$ cat config.mk
export PLATFORM = sky130hd
export DESIGN_NAME = wall_game_fsm
export DESIGN_NICKNAME = d
export VERILOG_FILES = /design/src/rtl/wall_game_fsm.sv
export SDC_FILE = /design/constraint.sdc
export NUM_CORES = 1
export LEC_CHECK = 0
export BUFFER_PORTS_ARGS = -buffer_cell sky130_fd_sc_hd__buf_2
export CORE_MARGIN = 3
export CORE_UTILIZATION = 57
export DETAILED_ROUTE_END_ITERATION = 7
export GPL_TIMING_DRIVEN = 0
export PLACE_DENSITY = 0.8
export SYNTH_ARGS = -nofsm -noshare
export SYNTH_HDL_FRONTEND = slang
export SYNTH_SLANG_ARGS = --single-unit
$ cat constraint.sdc
create_clock -name clk_in -period 2.95 [get_ports clk_in]
set_input_delay 0 -clock clk_in [delete_from_list [all_inputs] [get_ports clk_in]]
set_output_delay 0 -clock clk_in [all_outputs]
set_load 0.01 [all_outputs]
$ cat src/rtl/wall_game_fsm.sv
// -----------------------------------------------------------------------------
// wall_game_fsm
//   Game sequencer that sits in front of the pixel compositor. It moves the
//   approaching wall one depth step closer every FRAMES_PER_STEP frames. While
//   the wall is inside the goal window, it marks every pixel where a player
//   overlaps the wall as a collision and counts those pixels per frame. At each
//   frame boundary it decides whether the wall was passed or the game is lost.
//
// Ports
//   clk_in            pixel clock
//   rst_in            synchronous, active-high reset
//   hcount_in [10:0]  pixel column
//   vcount_in [9:0]   pixel row
//   is_player         current pixel belongs to a player mask
//   is_wall           current pixel belongs to the wall mask
//   start_in          debounced start button (level, edge-detected here)
//   wall_depth [7:0]  current wall depth
//   is_collision      collision flag for the pixel presented one cycle earlier
//   game_state_out    0 GAME_OVER, 1 IDLE, 2 APPROACH, 3 CHECK, 4 PASSED
//   score [7:0]       walls passed, saturating at 255
//   frame_collisions  collision pixel count of the last completed frame
//
// Build option
//   WALL_SPEEDUP_EN   when defined, the step period shrinks by one frame for
//                     every 4 walls passed (minimum 1 frame). The new period
//                     is recomputed each time the step counter wraps.
// -----------------------------------------------------------------------------
module wall_game_fsm #(
    parameter int ACTIVE_H_PIXELS     = 1280,
    parameter int ACTIVE_LINES        = 720,
    parameter int MAX_WALL_DEPTH      = 75,
    parameter int GOAL_DEPTH          = 60,
    parameter int GOAL_DEPTH_DELTA    = 10,
    parameter int FRAMES_PER_STEP     = 4,
    parameter int COLLISION_THRESHOLD = 2000,
    parameter int PASS_FRAMES         = 30
) (
    input  logic        clk_in,
    input  logic        rst_in,
    input  logic [10:0] hcount_in,
    input  logic [9:0]  vcount_in,
    input  logic        is_player,
    input  logic        is_wall,
    input  logic        start_in,
    output logic [7:0]  wall_depth,
    output logic        is_collision,
    output logic [2:0]  game_state_out,
    output logic [7:0]  score,
    output logic [20:0] frame_collisions
);

    typedef enum logic [2:0] {
        S_OVER  = 3'd0,
        S_IDLE  = 3'd1,
        S_APPR  = 3'd2,
        S_CHECK = 3'd3,
        S_PASS  = 3'd4
    } state_t;

    localparam logic [7:0]  MAX_D     = 8'(MAX_WALL_DEPTH);
    localparam logic [7:0]  WIN_LO    = 8'(GOAL_DEPTH - GOAL_DEPTH_DELTA);
    localparam logic [7:0]  WIN_HI    = 8'(GOAL_DEPTH + GOAL_DEPTH_DELTA);
    localparam logic [10:0] H_ACT     = 11'(ACTIVE_H_PIXELS);
    localparam logic [9:0]  V_ACT     = 10'(ACTIVE_LINES);
    localparam logic [20:0] THRESH    = 21'(COLLISION_THRESHOLD);
    localparam logic [7:0]  STEP_LAST = 8'(FRAMES_PER_STEP - 1);
    localparam logic [7:0]  PASS_LAST = 8'(PASS_FRAMES - 1);

    state_t      state, state_d;
    logic [7:0]  depth_d, score_d;
    logic [7:0]  step_cnt, step_d;
    logic [7:0]  pass_cnt, pass_d;
    logic [20:0] coll_cnt;
    logic        prev_origin, start_prev;
    logic        dec_evt;
    logic [7:0]  step_last;

    // The frame boundary is the first cycle at (0,0). If hcount stalls at the
    // origin, this still produces only one pulse for the frame.
    logic at_origin, frame_start, start_rise, coll_px, step_wrap, coll_fail;
    logic [7:0] depth_dec;

    assign at_origin   = (hcount_in == 11'd0) && (vcount_in == 10'd0);
    assign frame_start = at_origin && !prev_origin;
    assign start_rise  = start_in && !start_prev;
    assign coll_px     = (state == S_CHECK) && is_player && is_wall &&
                         (hcount_in < H_ACT) && (vcount_in < V_ACT);
    assign step_wrap   = (step_cnt >= step_last);
    assign depth_dec   = (wall_depth == 8'd0) ? 8'd0 : wall_depth - 8'd1;
    // Compare against the count being latched this boundary. A collision
    // pixel arriving on the same cycle is charged to the new frame.
    assign coll_fail   = (coll_cnt > THRESH);

    assign game_state_out = state;

`ifdef WALL_SPEEDUP_EN
    logic [7:0] speed_red;
    assign speed_red = {2'b00, score[7:2]};
    // step_last holds (period - 1), so the floor of a 1-frame period is 0.
    always_ff @(posedge clk_in) begin
        if (rst_in)       step_last <= STEP_LAST;
        else if (dec_evt) step_last <= (STEP_LAST > speed_red) ? STEP_LAST - speed_red : 8'd0;
    end
`else
    assign step_last = STEP_LAST;
`endif

    always_comb begin
        state_d = state;
        depth_d = wall_depth;
        score_d = score;
        step_d  = step_cnt;
        pass_d  = pass_cnt;
        dec_evt = 1'b0;
        case (state)
            S_IDLE: begin
                depth_d = MAX_D;
                if (start_rise) begin
                    state_d = S_APPR;
                    score_d = 8'd0;
                    step_d  = 8'd0;
                end
            end
            S_APPR: begin
                if (frame_start) begin
                    if (step_wrap) begin
                        step_d  = 8'd0;
                        depth_d = depth_dec;
                        dec_evt = 1'b1;
                        if (depth_dec >= WIN_LO && depth_dec <= WIN_HI) state_d = S_CHECK;
                    end else begin
                        step_d = step_cnt + 8'd1;
                    end
                end
            end
            S_CHECK: begin
                if (frame_start) begin
                    if (coll_fail) begin
                        // Losing takes priority, so the depth stays frozen.
                        state_d = S_OVER;
                    end else if (step_wrap) begin
                        step_d  = 8'd0;
                        depth_d = depth_dec;
                        dec_evt = 1'b1;
                        if (depth_dec < WIN_LO) begin
                            state_d = S_PASS;
                            score_d = (score == 8'hFF) ? score : score + 8'd1;
                        end
                    end else begin
                        step_d = step_cnt + 8'd1;
                    end
                end
            end
            S_PASS: begin
                if (frame_start) begin
                    if (pass_cnt >= PASS_LAST) begin
                        pass_d  = 8'd0;
                        state_d = S_APPR;
                        depth_d = MAX_D;
                        step_d  = 8'd0;
                    end else begin
                        pass_d = pass_cnt + 8'd1;
                    end
                end
            end
            S_OVER: begin
                if (start_rise) begin
                    state_d = S_IDLE;
                    depth_d = MAX_D;
                end
            end
            default: state_d = S_IDLE;
        endcase
    end

    always_ff @(posedge clk_in) begin
        if (rst_in) begin
            state       <= S_IDLE;
            wall_depth  <= MAX_D;
            score       <= 8'd0;
            step_cnt    <= 8'd0;
            pass_cnt    <= 8'd0;
            prev_origin <= 1'b0;
            start_prev  <= 1'b0;
        end else begin
            state       <= state_d;
            wall_depth  <= depth_d;
            score       <= score_d;
            step_cnt    <= step_d;
            pass_cnt    <= pass_d;
            prev_origin <= at_origin;
            start_prev  <= start_in;
        end
    end

    always_ff @(posedge clk_in) begin
        if (rst_in) begin
            is_collision     <= 1'b0;
            coll_cnt         <= 21'd0;
            frame_collisions <= 21'd0;
        end else begin
            is_collision <= coll_px;
            if (frame_start) begin
                frame_collisions <= coll_cnt;
                coll_cnt         <= {20'd0, coll_px};
            end else if (coll_px && coll_cnt != {21{1'b1}}) begin
                coll_cnt <= coll_cnt + 21'd1;
            end
        end
    end

endmodule

==> impl_metrics.ini <==
[timing]
holdWs_ns = 0.09065
tightestPinTransition_ns = 0.6671
finalSetupViolCount = 0
fin_skew_ns = 0.007718
maxSlewHeadroom_pct = 55.12
slew_viol_final = 0
period_share_pct = 96.77
clock.fmax_mhz = 350.3
period_minus_slack_ns = 2.855
report.final.hold_viol_count = 0
tns_ns = 0
fin_ws_ns = 0.09527

[power]
ir_drop_uv = 316.1
finalPower_mw = 2.192
total_leakage_power_nw = 1.888
power.density_nw_per_um2 = 446.6

[floorplan]
die_w_um = 91.04
ioPinCount = 67
num_rows = 30
die-area_um2 = 8287
initial_core_util_pct = 59.67
die_height_um = 91.04
core_um2 = 6907

[routing]
drt_iter0_drc = 323
routed_via_density = 5.731
drcViolationCount = 0
ant_nets = 0
drtPass1Iterations = 5
wl_per_cell_um = 14.74
wl_um = 10320
vias = 4012

[clock_network]
root_buffer = clkbuf_8
clk_pin_slew_ns = 0.08
cts.sinks = 80
htree_levels = 3
clk_path_buf_depth = 2
clk_latency_ns = 0.35
cts_tree = done
cts_buffers = 9

[setup_path]
cp_data_arrival_time_ns = 3.07
timing.rr.end = game_state_out[1]
crit_chain = inv_1 -> ha_1 -> buf_2 -> or3b_2 -> o31ai_2 -> a211oi_2 -> a31oi_4 -> buf_4 -> buf_4 -> nor2_1 -> nor3b_1 -> nor3_1
reg2reg_depth = 12
cpMostUsedCell = buf_4
start_kind = register
critPathSlowestCell = dfxtp_1
startpoint = wall_depth[1]
cpPeakStageDelay_ns = 0.48
rrSetupSlack_ns = 0.1
critPathRequiredTime_ns = 3.16
crit_type = register to register
worst-path-max-fanout = 10
cp-end-kind = register
rr_startpoint = wall_depth[1]
worstSetupEndpoint = game_state_out[1]

[synth]
syn-num-nets = 549
synth_seq_area_share_pct = 38.86
synth.largest_area_cell = dfxtp_1
synth_enable_flop_cells = 0
ys.flop_type = dfxtp_1
synth_area_leaders = dfxtp_1 39%, nand2_1 6.7%, nor2_1 6.2%, a21oi_1 5.3%, xor2_1 3.4%
synth_most_common_cell = dfxtp_1
yosys_warnings = 0
synth_cell_types = 63
synth-seq-cells = 80
synth_area_um2 = 4121
netlist.area_leader.share_pct = 38.86
synth.avg_cell_area_um2 = 8.018
synth_cells = 514
synth.top_cells.by_count = 80 x dfxtp_1, 74 x nand2_1, 68 x nor2_1
async_flop_share_pct = 0

[cells_and_area]
fillers = 597
syn2layout_area_growth_pct = 19.07
stdcell_area_um2 = 4907
regArea_um2 = 1602
postLayoutCoreUtil_pct = 71.05
nNetsFinal = 634
num_antenna_cells = 0
drive_above_1_share_pct = 19.04
multiInputGateArea_um2 = 2371
layout.cells.non_filler = 700

[global_routing]
grt.overflow.total = 0
grt_max_degree = 14
grtUsageTotal_pct = 24.62
antenna_found_initial = 0
first_global_vias = 3616
grt_pass1_wl_um = 16950

[placement]
preCtsSetupSlack_ns = 0.1208
hpwlAfterDp_um = 7069
dp.cells = 676
io_buffers = 66
routabilityCongestion = 0.9012
dpl_cell_area_um2 = 4572

[run]
max-cap-violations = 0

[status]
status = finished clean

[min_path]
hold_start = vcount_in[8]
hold_class = input pin to register
metal layers:
| metal | share of wire, % | vias to the layer above | global-route usage (%) |
|---|---|---|---|
| met5 | 0 | - | 0 |
| met3 | 6.3 | 21 | 5.302 |
| li1 | - | 1985 | - |
| met2 | 45 | 159 | 38.50 |
| met4 | 2.1 | 0 | 8.417 |
| met1 | 47 | 1847 | 33.68 |
area by class of cell:
cell class / count / share of cell area [%]
Buffer: 29 / 2.754
Clock buffer: 11 / 2.881
Clock inverter: 5 / 1.632
Inverter: 14 / 1.071
Multi-Input combinational cell: 391 / 48.32
Sequential cell: 80 / 32.64
Tap cell: 96 / 2.448
Timing Repair Buffer: 74 / 8.261
flip-flops by register name, indices dropped and copies added (netlist names):
register,count
score,8
prev_origin,1
pass_cnt,8
coll_cnt,21
is_collision,1
start_prev,1
frame_collisions,21
wall_depth,8
step_cnt,8
game_state_out,3
cells by family (layout without fill, tap and decap cells):
kind of cell	Yosys count	count (layout)	synth area share, %
fa+ha+maj	9	9	2.732
simple gates	255	255	31.75
xor+xnor	21	21	4.463
mux	3	3	0.7286
compound gates	103	103	16.97
flops	80	80	38.86
buf+inv	43	133	4.493
critical path, delay by kind of cell (launching register included):
kind / cells / cell delay (ns)
flip-flops: 1 / 0.48
AND/OR/NAND/NOR: 4 / 0.84
buffers and inverters: 4 / 0.60
AO/OA/AOI/OAI: 3 / 0.58
adder cells (fa/ha/maj): 1 / 0.19
how the worst min path moves through the flow:
stage	slack (ns)	cells past startpoint	to
after global routing	0.13	4	is_collision
after floorplan	0.13	1	start_prev
after detailed placement	0.24	2	start_prev
after CTS	0.09	4	is_collision
final	0.09	4	is_collision
after global placement	0.24	2	start_prev
cell usage in the layout, fill, tap and decap left out, types with 8 or more instances in the layout:
cell type	n
nand2_1	74
nor4_1	10
buf_2	72
clkbuf_1	16
nand3_1	14
o21ai_0	16
inv_1	14
or3_1	9
nor3_1	12
ha_1	8
and3_1	10
nand4_1	15
clkbuf_8	10
a21oi_1	44
nor2_1	67
dfxtp_1	80
xor2_1	16
power breakdown:
group	internal, mW	switching [mW]
logic	0.0721	0.125
clock network	0.499	0.401
registers	1.09	0.00862
total	1.66	0.534
repair_timing:
action | in CTS | in global routing
hold buffers | 6 | 0
buffers inserted | 0 | 2
hold endpoints to repair | 4 | 0
endpoints found under the setup margin | 0 | 31
resized for setup | 0 | 7
Note: power is estimated with default switching activity, not from simulation.
